--- src/rtl/cpu_memwb_if.sv ---
// Memory bus between the MEM/WB stage and the data memory.
// The master (cpu_memwb) raises mem_req_o and holds address/data/direction
// until the slave returns a one-cycle mem_ack_i (with mem_dat_i for reads).
interface cpu_memwb_if;
    logic        mem_req_o;
    logic        mem_we_o;
    logic [31:0] mem_adr_o;
    logic [31:0] mem_dat_o;
    logic [31:0] mem_dat_i;
    logic        mem_ack_i;

    modport master (
        output mem_req_o,
        output mem_we_o,
        output mem_adr_o,
        output mem_dat_o,
        input  mem_dat_i,
        input  mem_ack_i
    );

    modport slave (
        input  mem_req_o,
        input  mem_we_o,
        input  mem_adr_o,
        input  mem_dat_o,
        output mem_dat_i,
        output mem_ack_i
    );
endinterface

--- src/rtl/cpu_memwb.sv ---
// Memory / write-back stage.
// Launches loads and stores on the memory bus, stalls upstream while a bus
// transaction is outstanding, and retires ALU results and load data to the
// register file with a one-cycle write strobe.
// Optional: define MOXIE_MEMWB_TIMEOUT_EN to abort a bus transaction that
// sees no acknowledge within 15 wait cycles and flag it on bus_error_o.
//
// state    | meaning
// ---------+-------------------------------------------------------------
// IDLE     | accepting upstream inputs; no bus transaction outstanding
// MEM_WAIT | bus request held, waiting for mem_ack_i; inputs ignored
module cpu_memwb (
    input  logic        clk_i,
    input  logic        rst_i,
    input  logic [3:0]  register_write_index_i,
    input  logic        register_write_enable_i,
    input  logic        memory_write_enable_i,
    input  logic        memory_read_enable_i,
    input  logic [31:0] memory_address_i,
    input  logic [31:0] result_i,
    cpu_memwb_if.master bus,
    output logic        reg_write_enable_o,
    output logic [3:0]  reg_write_index_o,
    output logic [31:0] reg_write_data_o,
    output logic        stall_o
`ifdef MOXIE_MEMWB_TIMEOUT_EN
    ,
    output logic        bus_error_o
`endif
);

    typedef enum logic {
        IDLE     = 1'b0,
        MEM_WAIT = 1'b1
    } state_t;

    state_t     state;
    logic [3:0] load_idx;
    // A read with a simultaneous store is dropped, so only a lone read
    // claims the register-file port for the load result.
    logic       load_req;

`ifdef MOXIE_MEMWB_TIMEOUT_EN
    logic [3:0] wait_cnt;
`endif

    assign load_req = memory_read_enable_i & ~memory_write_enable_i;

    // Upstream must hold while a transaction is outstanding, including the ack cycle.
    assign stall_o = (state == MEM_WAIT);

    // Stage FSM: bus request launch/hold, load target capture and register writes.
    always_ff @(posedge clk_i or negedge rst_i) begin
        if (!rst_i) begin
            state              <= IDLE;
            bus.mem_req_o      <= 1'b0;
            bus.mem_we_o       <= 1'b0;
            bus.mem_adr_o      <= 32'h0;
            bus.mem_dat_o      <= 32'h0;
            load_idx           <= 4'h0;
            reg_write_enable_o <= 1'b0;
            reg_write_index_o  <= 4'h0;
            reg_write_data_o   <= 32'h0;
`ifdef MOXIE_MEMWB_TIMEOUT_EN
            wait_cnt           <= 4'h0;
            bus_error_o        <= 1'b0;
`endif
        end else begin
            reg_write_enable_o <= 1'b0;
`ifdef MOXIE_MEMWB_TIMEOUT_EN
            bus_error_o        <= 1'b0;
`endif
            case (state)
                IDLE: begin
                    if (memory_write_enable_i) begin
                        state         <= MEM_WAIT;
                        bus.mem_req_o <= 1'b1;
                        bus.mem_we_o  <= 1'b1;
                        bus.mem_adr_o <= memory_address_i;
                        bus.mem_dat_o <= result_i;
`ifdef MOXIE_MEMWB_TIMEOUT_EN
                        wait_cnt      <= 4'h0;
`endif
                    end else if (memory_read_enable_i) begin
                        state         <= MEM_WAIT;
                        bus.mem_req_o <= 1'b1;
                        bus.mem_we_o  <= 1'b0;
                        bus.mem_adr_o <= memory_address_i;
                        load_idx      <= register_write_index_i;
`ifdef MOXIE_MEMWB_TIMEOUT_EN
                        wait_cnt      <= 4'h0;
`endif
                    end
                    if (register_write_enable_i && !load_req) begin
                        reg_write_enable_o <= 1'b1;
                        reg_write_index_o  <= register_write_index_i;
                        reg_write_data_o   <= result_i;
                    end
                end
                MEM_WAIT: begin
                    if (bus.mem_ack_i) begin
                        state         <= IDLE;
                        bus.mem_req_o <= 1'b0;
                        if (!bus.mem_we_o) begin
                            reg_write_enable_o <= 1'b1;
                            reg_write_index_o  <= load_idx;
                            reg_write_data_o   <= bus.mem_dat_i;
                        end
                    end
`ifdef MOXIE_MEMWB_TIMEOUT_EN
                    // Fifteenth wait cycle without ack: give up, no register write.
                    else if (wait_cnt == 4'd14) begin
                        state         <= IDLE;
                        bus.mem_req_o <= 1'b0;
                        bus_error_o   <= 1'b1;
                        wait_cnt      <= 4'd15;
                    end else begin
                        wait_cnt      <= wait_cnt + 4'd1;
                    end
`endif
                end
                default: state <= IDLE;
            endcase
        end
    end

endmodule

--- src/flat_wrapper.sv ---
// flat-port wrapper written by rule: the top's interface ports become plain ports
module cpu_memwb_flat 
  (clk_i, rst_i, register_write_index_i, register_write_enable_i, memory_write_enable_i, memory_read_enable_i, memory_address_i, result_i, reg_write_enable_o, reg_write_index_o, reg_write_data_o, stall_o, bus_mem_req_o, bus_mem_we_o, bus_mem_adr_o, bus_mem_dat_o, bus_mem_dat_i, bus_mem_ack_i);
  cpu_memwb_if bus_i ();
  input  logic clk_i;
  input  logic rst_i;
  input  logic [3:0] register_write_index_i;
  input  logic register_write_enable_i;
  input  logic memory_write_enable_i;
  input  logic memory_read_enable_i;
  input  logic [31:0] memory_address_i;
  input  logic [31:0] result_i;
  output logic reg_write_enable_o;
  output logic [3:0] reg_write_index_o;
  output logic [31:0] reg_write_data_o;
  output logic stall_o;
  output wire logic [$bits(bus_i.mem_req_o)-1:0] bus_mem_req_o;
  output wire logic [$bits(bus_i.mem_we_o)-1:0] bus_mem_we_o;
  output wire logic [$bits(bus_i.mem_adr_o)-1:0] bus_mem_adr_o;
  output wire logic [$bits(bus_i.mem_dat_o)-1:0] bus_mem_dat_o;
  input wire logic [$bits(bus_i.mem_dat_i)-1:0] bus_mem_dat_i;
  input wire logic [$bits(bus_i.mem_ack_i)-1:0] bus_mem_ack_i;
  assign bus_mem_req_o = bus_i.mem_req_o;
  assign bus_mem_we_o = bus_i.mem_we_o;
  assign bus_mem_adr_o = bus_i.mem_adr_o;
  assign bus_mem_dat_o = bus_i.mem_dat_o;
  assign bus_i.mem_dat_i = bus_mem_dat_i;
  assign bus_i.mem_ack_i = bus_mem_ack_i;
  cpu_memwb u_core (.clk_i(clk_i), .rst_i(rst_i), .register_write_index_i(register_write_index_i), .register_write_enable_i(register_write_enable_i), .memory_write_enable_i(memory_write_enable_i), .memory_read_enable_i(memory_read_enable_i), .memory_address_i(memory_address_i), .result_i(result_i), .bus(bus_i), .reg_write_enable_o(reg_write_enable_o), .reg_write_index_o(reg_write_index_o), .reg_write_data_o(reg_write_data_o), .stall_o(stall_o));
endmodule
--- config.mk ---
export PLATFORM = sky130hd
export DESIGN_NAME = cpu_memwb_flat
export DESIGN_NICKNAME = d
export VERILOG_FILES = /design/src/rtl/cpu_memwb_if.sv /design/src/rtl/cpu_memwb.sv /design/src/flat_wrapper.sv
export SDC_FILE = /design/constraint.sdc
export NUM_CORES = 1
export LEC_CHECK = 0
export ABC_AREA = 1
export CORE_AREA = 2 2 139 141
export DETAILED_ROUTE_END_ITERATION = 6
export DIE_AREA = 0 0 141 143
export PLACE_DENSITY_LB_ADDON = 0.12
export SLEW_MARGIN = 20
export SYNTH_ARGS = -nofsm -noshare
export SYNTH_HDL_FRONTEND = slang
export SYNTH_SLANG_ARGS = --single-unit
--- constraint.sdc ---
create_clock -name clk_i -period 3.4 [get_ports clk_i]
set_input_delay 0.68 -clock clk_i [delete_from_list [all_inputs] [get_ports clk_i]]
set_output_delay 0.68 -clock clk_i [all_outputs]
set_load 0.01 [all_outputs]
* After elaboration in Yosys (flattened, before gate mapping)
Cells that the tools add are included.
Storage, ports and cells: input port bits 106, ROM bits 0, logic and storage cells 48, output and inout bits 104, memories 0, latch bits 0, flip-flop bits (word level) 108, bits in writable memories 0
Cells by class: bitwise logic cells 3, order comparisons 0, shift operators 0, eq/ne operators 4, multiplexer cells 24, div/mod/pow operators 0, $add $sub $neg 0, reductions and logical operators 8, multiply operators 0
Operators with widths (count):
- 2-to-1 mux 32 bit | 5
- one-hot mux 32 bit (2 select lines) | 1
- 2-to-1 mux 4 bit | 3
- 2-to-1 mux 1 bit | 11
- one-hot mux 4 bit (2 select lines) | 1
- one-hot mux 1 bit (2 select lines) | 3
- AND reduction 2 bit | 3
- AND reduction 3 bit | 2
- != test 2 bit, second input constant | 2
- != test 3 bit, second input constant | 1
- != test 2 x 1 -> 1 bit, second input constant | 1
- NOT 1 bit | 2
- nonzero test 2 bit | 1
- AND 1 bit | 1
- logical AND 1 bit | 1
- zero test 1 bit | 1

* Longest topological paths before layout
Gate-level depths: netlist of the first run.
depth in word-level cells 6, mapped depth 8, depth with buffers taken out 6

* Least setup slack after synthesis of the first run
OpenSTA, ideal clock, no wires.
path type input to register, start point in memory_write_enable_i, end point reg u_core.reg_write_data_o[10], arrival 1.299 ns, required time 3.283 ns, setup time 0.117 ns, setup slack 1.985 ns, stages on the path 7, path buffers 1, cells stage by stage inv_2 nand2_1 nand2_2 nand2_4 buf_6 nand2_1 nand2_1
Between the ends: word-level cells in the longest chain between the ends 6
Ends and longest elaborated chain:
- start, declared | line flat_wrapper.sv:9 | input logic memory_write_enable_i;
- NOT 1 bit (no line)
- AND 1 bit | line cpu_memwb.sv:47 | assign load_req = memory_read_enable_i & ~memory_write_enable_i;
- zero test 1 bit | line cpu_memwb.sv:94 | if (register_write_enable_i && !load_req) begin
- logical AND 1 bit | line cpu_memwb.sv:94
- != test 2 x 1 -> 1 bit (no line)
- AND reduction 3 bit (no line)
- end signal, assigned | line cpu_memwb.sv:97 | reg_write_data_o <= result_i;
- end signal, assigned | line cpu_memwb.sv:107 | reg_write_data_o <= bus.mem_dat_i;
- end, declared | line cpu_memwb.sv:24 | output logic [31:0] reg_write_data_o,
No other way between the ends. A chain may end at the register's enable or synchronous reset.

* Final worst setup path of the first run
start point reg u_core.state, in the netlist u_core.stall_o, end point out stall_o
RTL lines:
- start, declared | line cpu_memwb.sv:37 | state_t state;
- start signal, assigned | line cpu_memwb.sv:55 | state <= IDLE;
- start signal, assigned | line cpu_memwb.sv:76 | state <= MEM_WAIT;
- start signal, assigned | line cpu_memwb.sv:85 | state <= MEM_WAIT;
- end, declared | line flat_wrapper.sv:16 | output logic stall_o;
No word-level cell between the ends.

==> report_table.html, run 1 <==
<table>
<tr><th>Metric</th><th>Value</th></tr>
<tr><th colspan="2">Placed design</th></tr>
<tr><td>Half-perimeter wire length after placement</td><td>10.20 mm</td></tr>
<tr><td>Place WS</td><td>0.8808 ns</td></tr>
<tr><td>Placement-stage cell area</td><td>0.006808 mm2</td></tr>
<tr><td>Number of port buffers</td><td>209</td></tr>
<tr><td>Final RePlAce weighted congestion</td><td>0.8144</td></tr>
<tr><td>Placed insts</td><td>955</td></tr>
<tr><th colspan="2">Synth</th></tr>
<tr><td>Mean instance size in the synthesized netlist</td><td>between 8 and 9 um2</td></tr>
<tr><td>Predominant post-synthesis flop cell</td><td>dfrtp_1</td></tr>
<tr><td>Sequential-to-total area share from yosys stat</td><td>0.5924</td></tr>
<tr><td>Top-area cell type share of the netlist area</td><td>0.5924</td></tr>
<tr><td>Cells after synthesis</td><td>537</td></tr>
<tr><td>Largest cells by area after synthesis</td><td>dfrtp_1 59%, nand2_1 20%, o21ai_0 7.6%</td></tr>
<tr><td>Post-synthesis instance area</td><td>~0.0046 mm2</td></tr>
<tr><td>Async set-or-reset flop fraction in the synthesized netlist</td><td>1.000</td></tr>
<tr><td>Number of enable flip-flop cells after synthesis</td><td>0</td></tr>
<tr><td>Commonest cells in the netlist</td><td>242 x nand2_1, 108 x dfrtp_1, 69 x o21ai_0</td></tr>
<tr><td>#FFs+latches synth</td><td>108</td></tr>
<tr><td>Yosys Warn Count</td><td>0</td></tr>
<tr><td>Cell accounting for the most synthesized area</td><td>dfrtp_1</td></tr>
<tr><td>Distinct cell type count after synthesis</td><td>17</td></tr>
<tr><td>Syn_nets</td><td>~640</td></tr>
<tr><td>Most common cell in the synthesized netlist</td><td>nand2_1</td></tr>
<tr><th colspan="2">Die</th></tr>
<tr><td>Core Rows</td><td>50</td></tr>
<tr><td>Area enclosed by the die boundary</td><td>0.02016 mm2</td></tr>
<tr><td>Chip height</td><td>around 140 um</td></tr>
<tr><td>Core footprint</td><td>0.01858 mm2</td></tr>
<tr><td>Starting density of the core</td><td>0.2455</td></tr>
<tr><td>Die width</td><td>141 um</td></tr>
<tr><td>Number of top-level pins</td><td>210</td></tr>
<tr><th colspan="2">Timing</th></tr>
<tr><td>Final number of setup-violating endpoints</td><td>0</td></tr>
<tr><td>Setup TNS after final layout</td><td>0 ns</td></tr>
<tr><td>Post-layout min period</td><td>2.417 ns</td></tr>
<tr><td>Final hold violation count</td><td>0</td></tr>
<tr><td>Achievable frequency</td><td>413.7 MHz</td></tr>
<tr><td>Final critical-path setup slack</td><td>0.9829 ns</td></tr>
<tr><td>Clock Skews</td><td>0.007942 ns</td></tr>
<tr><td>Rel. slew slack</td><td>0.5638</td></tr>
<tr><td>Post-route clock period utilization</td><td>0.7109</td></tr>
<tr><td>Count of pins over their slew limit</td><td>0</td></tr>
<tr><td>Slew of the pin with the lowest slew margin</td><td>about 0.65 ns</td></tr>
<tr><td>Worst hold slack after final layout</td><td>0.3329 ns</td></tr>
<tr><td>Unrepaired setup endpoints after global routing</td><td>false</td></tr>
<tr><th colspan="2">Global routing</th></tr>
<tr><td>Via count of the first global-routing pass</td><td>4,027</td></tr>
<tr><td>Global-route wire length before repair</td><td>21.91 mm</td></tr>
<tr><td>Gr ovfl total</td><td>0</td></tr>
<tr><td>GRT Resource Usage Total</td><td>0.1390</td></tr>
<tr><td>Largest net degree at the start of global routing</td><td>66</td></tr>
<tr><td>Antenna violations before repair</td><td>0</td></tr>
<tr><th colspan="2">Worst setup path</th></tr>
<tr><td>Critical path buffer and inverter count</td><td>1</td></tr>
<tr><td>Family with the most delay on the worst path</td><td>flip-flops</td></tr>
<tr><td>Data arrival, critical path</td><td>1.74 ns</td></tr>
<tr><td>Max stage delay cell, worst path</td><td>dfrtp_2</td></tr>
<tr><td>Highest cell delay on the worst timing path</td><td>0.73 ns</td></tr>
<tr><td>Critical path class</td><td>reg2out</td></tr>
<tr><td>Worst Setup End Kind</td><td>output pin</td></tr>
<tr><td>CP max FO</td><td>31</td></tr>
<tr><td>Startpoint types</td><td>flip-flop</td></tr>
<tr><td>Ordered list of cells on the worst path</td><td>clkdlybuf4s50_1</td></tr>
<tr><td>Worst Path Required</td><td>2.72 ns</td></tr>
<tr><th colspan="2">Route</th></tr>
<tr><td>Initial DRT Pass Iterations</td><td>4</td></tr>
<tr><td>Via-per-instance ratio</td><td>between 4 and 5</td></tr>
<tr><td>Post-route DRC violation count</td><td>0</td></tr>
<tr><td>Wire length reported by the detailed router</td><td>14.35 mm</td></tr>
<tr><td>Antenna viol nets, final</td><td>0</td></tr>
<tr><td>WL/cell</td><td>between 10 and 15 um</td></tr>
<tr><td>DRC violation total after the first TritonRoute iteration</td><td>178</td></tr>
<tr><td>Via Count</td><td>roughly 4,200</td></tr>
<tr><th colspan="2">Run status</th></tr>
<tr><td>Result of the run</td><td>complete, no violations</td></tr>
<tr><th colspan="2">Final layout</th></tr>
<tr><td>Area growth syn-to-layout</td><td>55.87%</td></tr>
<tr><td>Cell area after layout</td><td>0.007111 mm2</td></tr>
<tr><td>Proportion of layout cells with a drive suffix above 1</td><td>0.04071</td></tr>
<tr><td>Diode count</td><td>0</td></tr>
<tr><td>Final net count</td><td>838</td></tr>
<tr><td>Utilization after layout</td><td>0.3827</td></tr>
<tr><td>Final Instance Count excl. Fillers</td><td>between 900 and 1,000</td></tr>
<tr><th colspan="2">Clock tree</th></tr>
<tr><td>Buffers inserted during post-CTS setup optimization</td><td>0</td></tr>
<tr><td>CTS tree</td><td>built</td></tr>
<tr><td>H-Tree Depth</td><td>3</td></tr>
<tr><td>Clk slew on worst S/H paths</td><td>approximately 0.08 ns</td></tr>
<tr><td>Clock Path Buffers</td><td>2</td></tr>
<tr><td>Buffer type at the clock tree root</td><td>clkbuf_16</td></tr>
<tr><td>Number of sinks handled by clock tree synthesis</td><td>108</td></tr>
<tr><td>Latest clock arrival within the worst-skew pair</td><td>0.35 ns</td></tr>
<tr><td>Post-CTS Resized</td><td>0</td></tr>
<tr><td>Number of buffers inserted during clock tree synthesis</td><td>9</td></tr>
<tr><td>CTS hold repair buffers</td><td>0</td></tr>
<tr><th colspan="2">Min path</th></tr>
<tr><td>Kind of path behind the tightest hold check</td><td>in2async</td></tr>
<tr><th colspan="2">Pwr</th></tr>
<tr><td>Total power consumption of the routed design</td><td>5.607 mW</td></tr>
<tr><td>Total leakage power</td><td>approximately 3.4 nW</td></tr>
<tr><td>Switching Power</td><td>1.943 mW</td></tr>
<tr><td>Sequential cell fraction of total power</td><td>0.382</td></tr>
<tr><td>Total power density per cell area</td><td>roughly 800 mW/mm2</td></tr>
<tr><td>Net switching fraction of the power</td><td>0.3465</td></tr>
<tr><td>Combinational Power Share</td><td>0.426</td></tr>
<tr><td>Largest voltage drop on the vdd net</td><td>roughly 0.28 mV</td></tr>
<tr><td>Internal power contribution</td><td>3.665 mW</td></tr>
<tr><td>Clock power share</td><td>0.193</td></tr>
<tr><th colspan="2">Flow run</th></tr>
<tr><td>Total of max-cap violations</td><td>0</td></tr>
</table>
==> power by group through the flow <==
stage	registers, mW	logic, mW	clock network, mW
final	2.14	2.39	1.08
after global routing	2.22	2.62	1.18
after CTS	2.15	2.44	1.12
after detailed placement	2.16	2.43	0
after global placement	2.15	2.42	0
after floorplan	2.34	0.808	0
==> worst paths after layout <==
kind	from	to	slack, ns	cells after the start
setup / recovery	u_core.stall_o	stall_o	0.98	1
hold / removal	rst_i	u_core.bus.mem_dat_o[19]	0.33	1
setup reg to reg	u_core.stall_o	u_core.reg_write_data_o[19]	1.07	6
hold reg to reg	u_core.bus.mem_adr_o[8]	u_core.bus.mem_adr_o[8]	0.48	2
max in group asynchronous	rst_i	u_core.bus.mem_adr_o[19]	2.33	2
min in group clk_i	u_core.bus.mem_adr_o[8]	u_core.bus.mem_adr_o[8]	0.48	2
==> layer usage <==
layer  track usage  vias up  wire, um
li1              -     2066         -
met1        0.1763     1930      6432
met2        0.2216      163      6442
met3       0.04930       11      1301
met4       0.04737        0       178
met5             0        -         0
==> cell families after synthesis <==
| kind of cell | count (synthesis) | share of synthesized area |
|---|---|---|
| AO/OA/AOI/OAI | 74 | 0.08228 |
| buffers and inverters | 71 | 0.07598 |
| flip-flops | 108 | 0.5924 |
| AND/OR/NAND/NOR | 284 | 0.2493 |
==> area by class of cell <==
type | instances | area [um2]
Multi-Input combinational cell | 358 | 1515
Tap cell | 234 | 292.8
Clock buffer | 11 | 242.7
Inverter | 41 | 156.4
Clock inverter | 5 | 60.06
Timing Repair Buffer | 214 | 2140
Fill cell | 1880 | 11470
Sequential cell | 108 | 2704
==> layout by cell type, fill, tap and decap left out, types with 3 or more instances in the layout <==
cell	instances
o21ai_0	69
nand2_1	241
nand2_2	3
clkbuf_16	9
clkdlybuf4s50_1	208
o22ai_1	4
nand3_1	36
inv_1	38
buf_4	5
dfrtp_1	107
==> flip-flops by register name, indices dropped and copies added, names as in the netlist <==
signal,count
u_core.bus.mem_req_o,1
u_core.bus.mem_we_o,1
u_core.stall_o,1
u_core.bus.mem_dat_o,32
u_core.load_idx,4
u_core.reg_write_data_o,32
u_core.reg_write_index_o,4
u_core.reg_write_enable_o,1
u_core.bus.mem_adr_o,32
(Power assumes the default switching activity.)
==> run 2: changes to the inputs <==
==> constraint.sdc (replaced) <==
create_clock -name clk_i -period 2.21 [get_ports clk_i]
set_input_delay 0.442 -clock clk_i [delete_from_list [all_inputs] [get_ports clk_i]]
set_output_delay 0.442 -clock clk_i [all_outputs]
set_load 0.01 [all_outputs]
==> run 2 against run 1 <==
Cell count is 0.21% higher; clock-buffer cell count stayed put; core utilization is 0.31 points higher; largest power group unchanged; non-clock buffer count is 3 higher; register-to-register slack worse by 0.30 ns; sequential share of layout area is 0.31 points lower; routed wire length is 0.93% lower; clock power is 61% higher; critical path depth stayed put; combinational power is 56% higher; critical path type unchanged; flip-flop and latch count stayed put.
==> report_table.html, run 2 (synthesized netlist as in run 1, its figures left out) <==
<table>
<tr><th>Metric</th><th>Value</th></tr>
<tr><th colspan="2">Worst setup path</th></tr>
<tr><td>Startpoint types</td><td>flip-flop</td></tr>
<tr><td>Highest cell delay on the worst timing path</td><td>0.62 ns (-0.11 ns)</td></tr>
<tr><td>Setup slack of the most critical reg-to-reg path</td><td>0.77 ns (-0.30 ns)</td></tr>
<tr><td>Max stage delay cell, worst path</td><td>clkdlybuf4s50_1</td></tr>
<tr><td>CP max FO</td><td>6 (-81%)</td></tr>
<tr><td>Critical path class</td><td>reg2out</td></tr>
<tr><td>Critical path buffer and inverter count</td><td>1 (unchanged)</td></tr>
<tr><td>Worst Path Required</td><td>1.77 ns (-0.95 ns)</td></tr>
<tr><td>Data arrival, critical path</td><td>1.42 ns (-0.32 ns)</td></tr>
<tr><td>Worst Setup End Kind</td><td>output pin</td></tr>
<tr><td>Family with the most delay on the worst path</td><td>buffers and inverters</td></tr>
<tr><td>Ordered list of cells on the worst path</td><td>clkdlybuf4s50_1</td></tr>
<tr><th colspan="2">Timing</th></tr>
<tr><td>Post-route clock period utilization</td><td>0.8420</td></tr>
<tr><td>Final hold violation count</td><td>0 (unchanged)</td></tr>
<tr><td>Final critical-path setup slack</td><td>0.3492 ns (-0.6337 ns)</td></tr>
<tr><td>Count of pins over their slew limit</td><td>0 (unchanged)</td></tr>
<tr><td>Rel. slew slack</td><td>0.7154 (+0.1515)</td></tr>
<tr><td>Worst hold slack after final layout</td><td>0.005208 ns (-0.3277 ns)</td></tr>
<tr><td>Achievable frequency</td><td>537.4 MHz</td></tr>
<tr><td>Unrepaired setup endpoints after global routing</td><td>false</td></tr>
<tr><td>Slew of the pin with the lowest slew margin</td><td>0.4270 ns (-0.2250 ns)</td></tr>
<tr><td>Setup TNS after final layout</td><td>0 ns (unchanged)</td></tr>
<tr><td>Clock Skews</td><td>0.006400 ns (-0.001542 ns)</td></tr>
<tr><td>Post-layout min period</td><td>1.861 ns</td></tr>
<tr><td>Final number of setup-violating endpoints</td><td>0 (unchanged)</td></tr>
<tr><th colspan="2">Run status</th></tr>
<tr><td>Result of the run</td><td>complete, no violations</td></tr>
<tr><th colspan="2">Flow run</th></tr>
<tr><td>Total of max-cap violations</td><td>0 (unchanged)</td></tr>
<tr><th colspan="2">Clock tree</th></tr>
<tr><td>Clk slew on worst S/H paths</td><td>0.07 ns (about the same)</td></tr>
<tr><td>Latest clock arrival within the worst-skew pair</td><td>0.34 ns (about the same)</td></tr>
<tr><td>Buffers inserted during post-CTS setup optimization</td><td>0 (unchanged)</td></tr>
<tr><td>Number of sinks handled by clock tree synthesis</td><td>108 (unchanged)</td></tr>
<tr><td>H-Tree Depth</td><td>3 (unchanged)</td></tr>
<tr><td>Number of buffers inserted during clock tree synthesis</td><td>9 (unchanged)</td></tr>
<tr><td>CTS tree</td><td>built</td></tr>
<tr><td>Buffer type at the clock tree root</td><td>clkbuf_16</td></tr>
<tr><td>Post-CTS Resized</td><td>0 (unchanged)</td></tr>
<tr><td>CTS hold repair buffers</td><td>0 (unchanged)</td></tr>
<tr><td>Clock Path Buffers</td><td>2 (unchanged)</td></tr>
<tr><th colspan="2">Final layout</th></tr>
<tr><td>Area growth syn-to-layout</td><td>57.13%</td></tr>
<tr><td>Final net count</td><td>841 (+0.36%)</td></tr>
<tr><td>Largest regs</td><td>u_core.bus.mem_adr_o: 32 flops, u_core.bus.mem_dat_o: 32 flops, u_core.reg_write_data_o: 32 flops</td></tr>
<tr><td>Diode count</td><td>0 (unchanged)</td></tr>
<tr><td>Proportion of layout cells with a drive suffix above 1</td><td>0.04465 (+0.003949)</td></tr>
<tr><td>Final Instance Count excl. Fillers</td><td>973 (+0.21%)</td></tr>
<tr><td>Most frequent standard cell in the layout excluding fill and tap cells</td><td>nand2_1</td></tr>
<tr><td>Highest-count cells in the layout ignoring fill and taps</td><td>241 x nand2_1, 208 x clkdlybuf4s50_1, 107 x dfrtp_1, 69 x o21ai_0, 38 x inv_1</td></tr>
<tr><th colspan="2">Pwr</th></tr>
<tr><td>Total power density per cell area</td><td>1217 mW/mm2 (+54%)</td></tr>
<tr><td>Largest voltage drop on the vdd net</td><td>0.4765 mV (+71%)</td></tr>
<tr><td>Total leakage power</td><td>3.429 nW (+0.92%)</td></tr>
<tr><th colspan="2">Die</th></tr>
<tr><td>Core Rows</td><td>50 (unchanged)</td></tr>
<tr><td>Starting density of the core</td><td>0.2455 (unchanged)</td></tr>
<tr><td>Chip height</td><td>143 um (unchanged)</td></tr>
<tr><td>Area enclosed by the die boundary</td><td>0.02016 mm2 (unchanged)</td></tr>
<tr><td>Number of top-level pins</td><td>210 (unchanged)</td></tr>
<tr><td>Die width</td><td>141 um (unchanged)</td></tr>
<tr><td>Core footprint</td><td>0.01858 mm2 (unchanged)</td></tr>
<tr><th colspan="2">Route</th></tr>
<tr><td>Length of routed met2 wiring</td><td>6.408 mm (-0.53%)</td></tr>
<tr><td>Antenna viol nets, final</td><td>0 (unchanged)</td></tr>
<tr><td>WL/cell</td><td>14.62 um (-1.1%)</td></tr>
<tr><td>Detailed-routed wire length on met3</td><td>1.252 mm (-3.8%)</td></tr>
<tr><td>DRC violation total after the first TritonRoute iteration</td><td>119 (-33%)</td></tr>
<tr><td>Met1 routed wirelength after detailed routing</td><td>6.352 mm (-1.2%)</td></tr>
<tr><td>Via-per-instance ratio</td><td>4.293 (about the same)</td></tr>
<tr><td>Wire length reported by the detailed router</td><td>14.22 mm (-0.93%)</td></tr>
<tr><td>Post-route DRC violation count</td><td>0 (unchanged)</td></tr>
<tr><td>Top layer used by detailed routing</td><td>met4</td></tr>
<tr><td>Initial DRT Pass Iterations</td><td>4 (unchanged)</td></tr>
<tr><td>Via Count</td><td>4,177 (+0.17%)</td></tr>
<tr><th colspan="2">Placed design</th></tr>
<tr><td>Half-perimeter wire length after placement</td><td>10.28 mm (+0.78%)</td></tr>
<tr><td>Placed insts</td><td>958 (+0.31%)</td></tr>
<tr><td>Place WS</td><td>0.2751 ns (-0.6057 ns)</td></tr>
<tr><td>Number of port buffers</td><td>209 (unchanged)</td></tr>
<tr><td>Final RePlAce weighted congestion</td><td>0.8349 (+2.5%)</td></tr>
<tr><th colspan="2">Global routing</th></tr>
<tr><td>Largest net degree at the start of global routing</td><td>66 (unchanged)</td></tr>
<tr><td>Global-route wire length before repair</td><td>22.40 mm (+2.3%)</td></tr>
<tr><td>Via count of the first global-routing pass</td><td>4,244 (+5.4%)</td></tr>
<tr><td>Gr ovfl total</td><td>0 (unchanged)</td></tr>
<tr><td>GRT Resource Usage Total</td><td>0.1414 (+0.002323)</td></tr>
<tr><td>Antenna violations before repair</td><td>0 (unchanged)</td></tr>
<tr><th colspan="2">Min path</th></tr>
<tr><td>Kind of path behind the tightest hold check</td><td>in2async</td></tr>
</table>
-- run 2: cell types whose count changed in the layout (fill, tap and decap cells not counted) --
cell / delta
buf_4: +2
buf_12: +1
clkbuf_8: +1
inv_6: -1
clkinv_4: -1
bufinv_16: +1
clkbuf_1: -1
-- run 2: routing by layer --
metal  global-route usage  vias to the layer above
li1                     -                     2066
met1               0.1788                     1930
met2               0.2288                      169
met3              0.04795                       12
met4              0.04526                        0
met5                    0                        -
-- run 2: path summary, 6_finish.rpt --
path / depth (start not counted) / from / endpoint
min in group clk_i: 2 / u_core.bus.mem_adr_o[22] / u_core.bus.mem_adr_o[22]
max: 1 / u_core.stall_o / stall_o
max reg2reg: 6 / u_core.stall_o / u_core.bus.mem_adr_o[18]
min: 1 / rst_i / u_core.bus.mem_dat_o[19]
max in group asynchronous: 2 / rst_i / u_core.bus.mem_adr_o[31]
min reg2reg: 2 / u_core.bus.mem_adr_o[22] / u_core.bus.mem_adr_o[22]
-- run 2: power breakdown --
group | switching [mW] | internal [mW] | leakage, nW
Sequential | 0.461 | 2.79 | 1.33
Combinational | 1.77 | 1.96 | 1.94
Clock | 0.696 | 1.05 | 0.158
-- run 2: through the flow --
step	util	area, um2	power (mW)
after global routing	0.3858	7168	9.372
after global placement	0.3683	6843	7.052
after floorplan	-	4562	4.848
final	0.3858	7168	8.725
after CTS	0.3858	7168	8.914
after detailed placement	0.3683	6843	7.081
-- run 2: cell type report --
| cell class | count | area [um2] |
|---|---|---|
| multi-input cells | 358 | 1515 |
| repair buffers | 217 | 2175 |
| inverters | 41 | 156.4 |
| clock inverters | 4 | 72.57 |
| fillers | 1888 | 11410 |
| flip-flops and latches | 108 | 2704 |
| clock buffers | 11 | 252.7 |
| well taps | 234 | 292.8 |
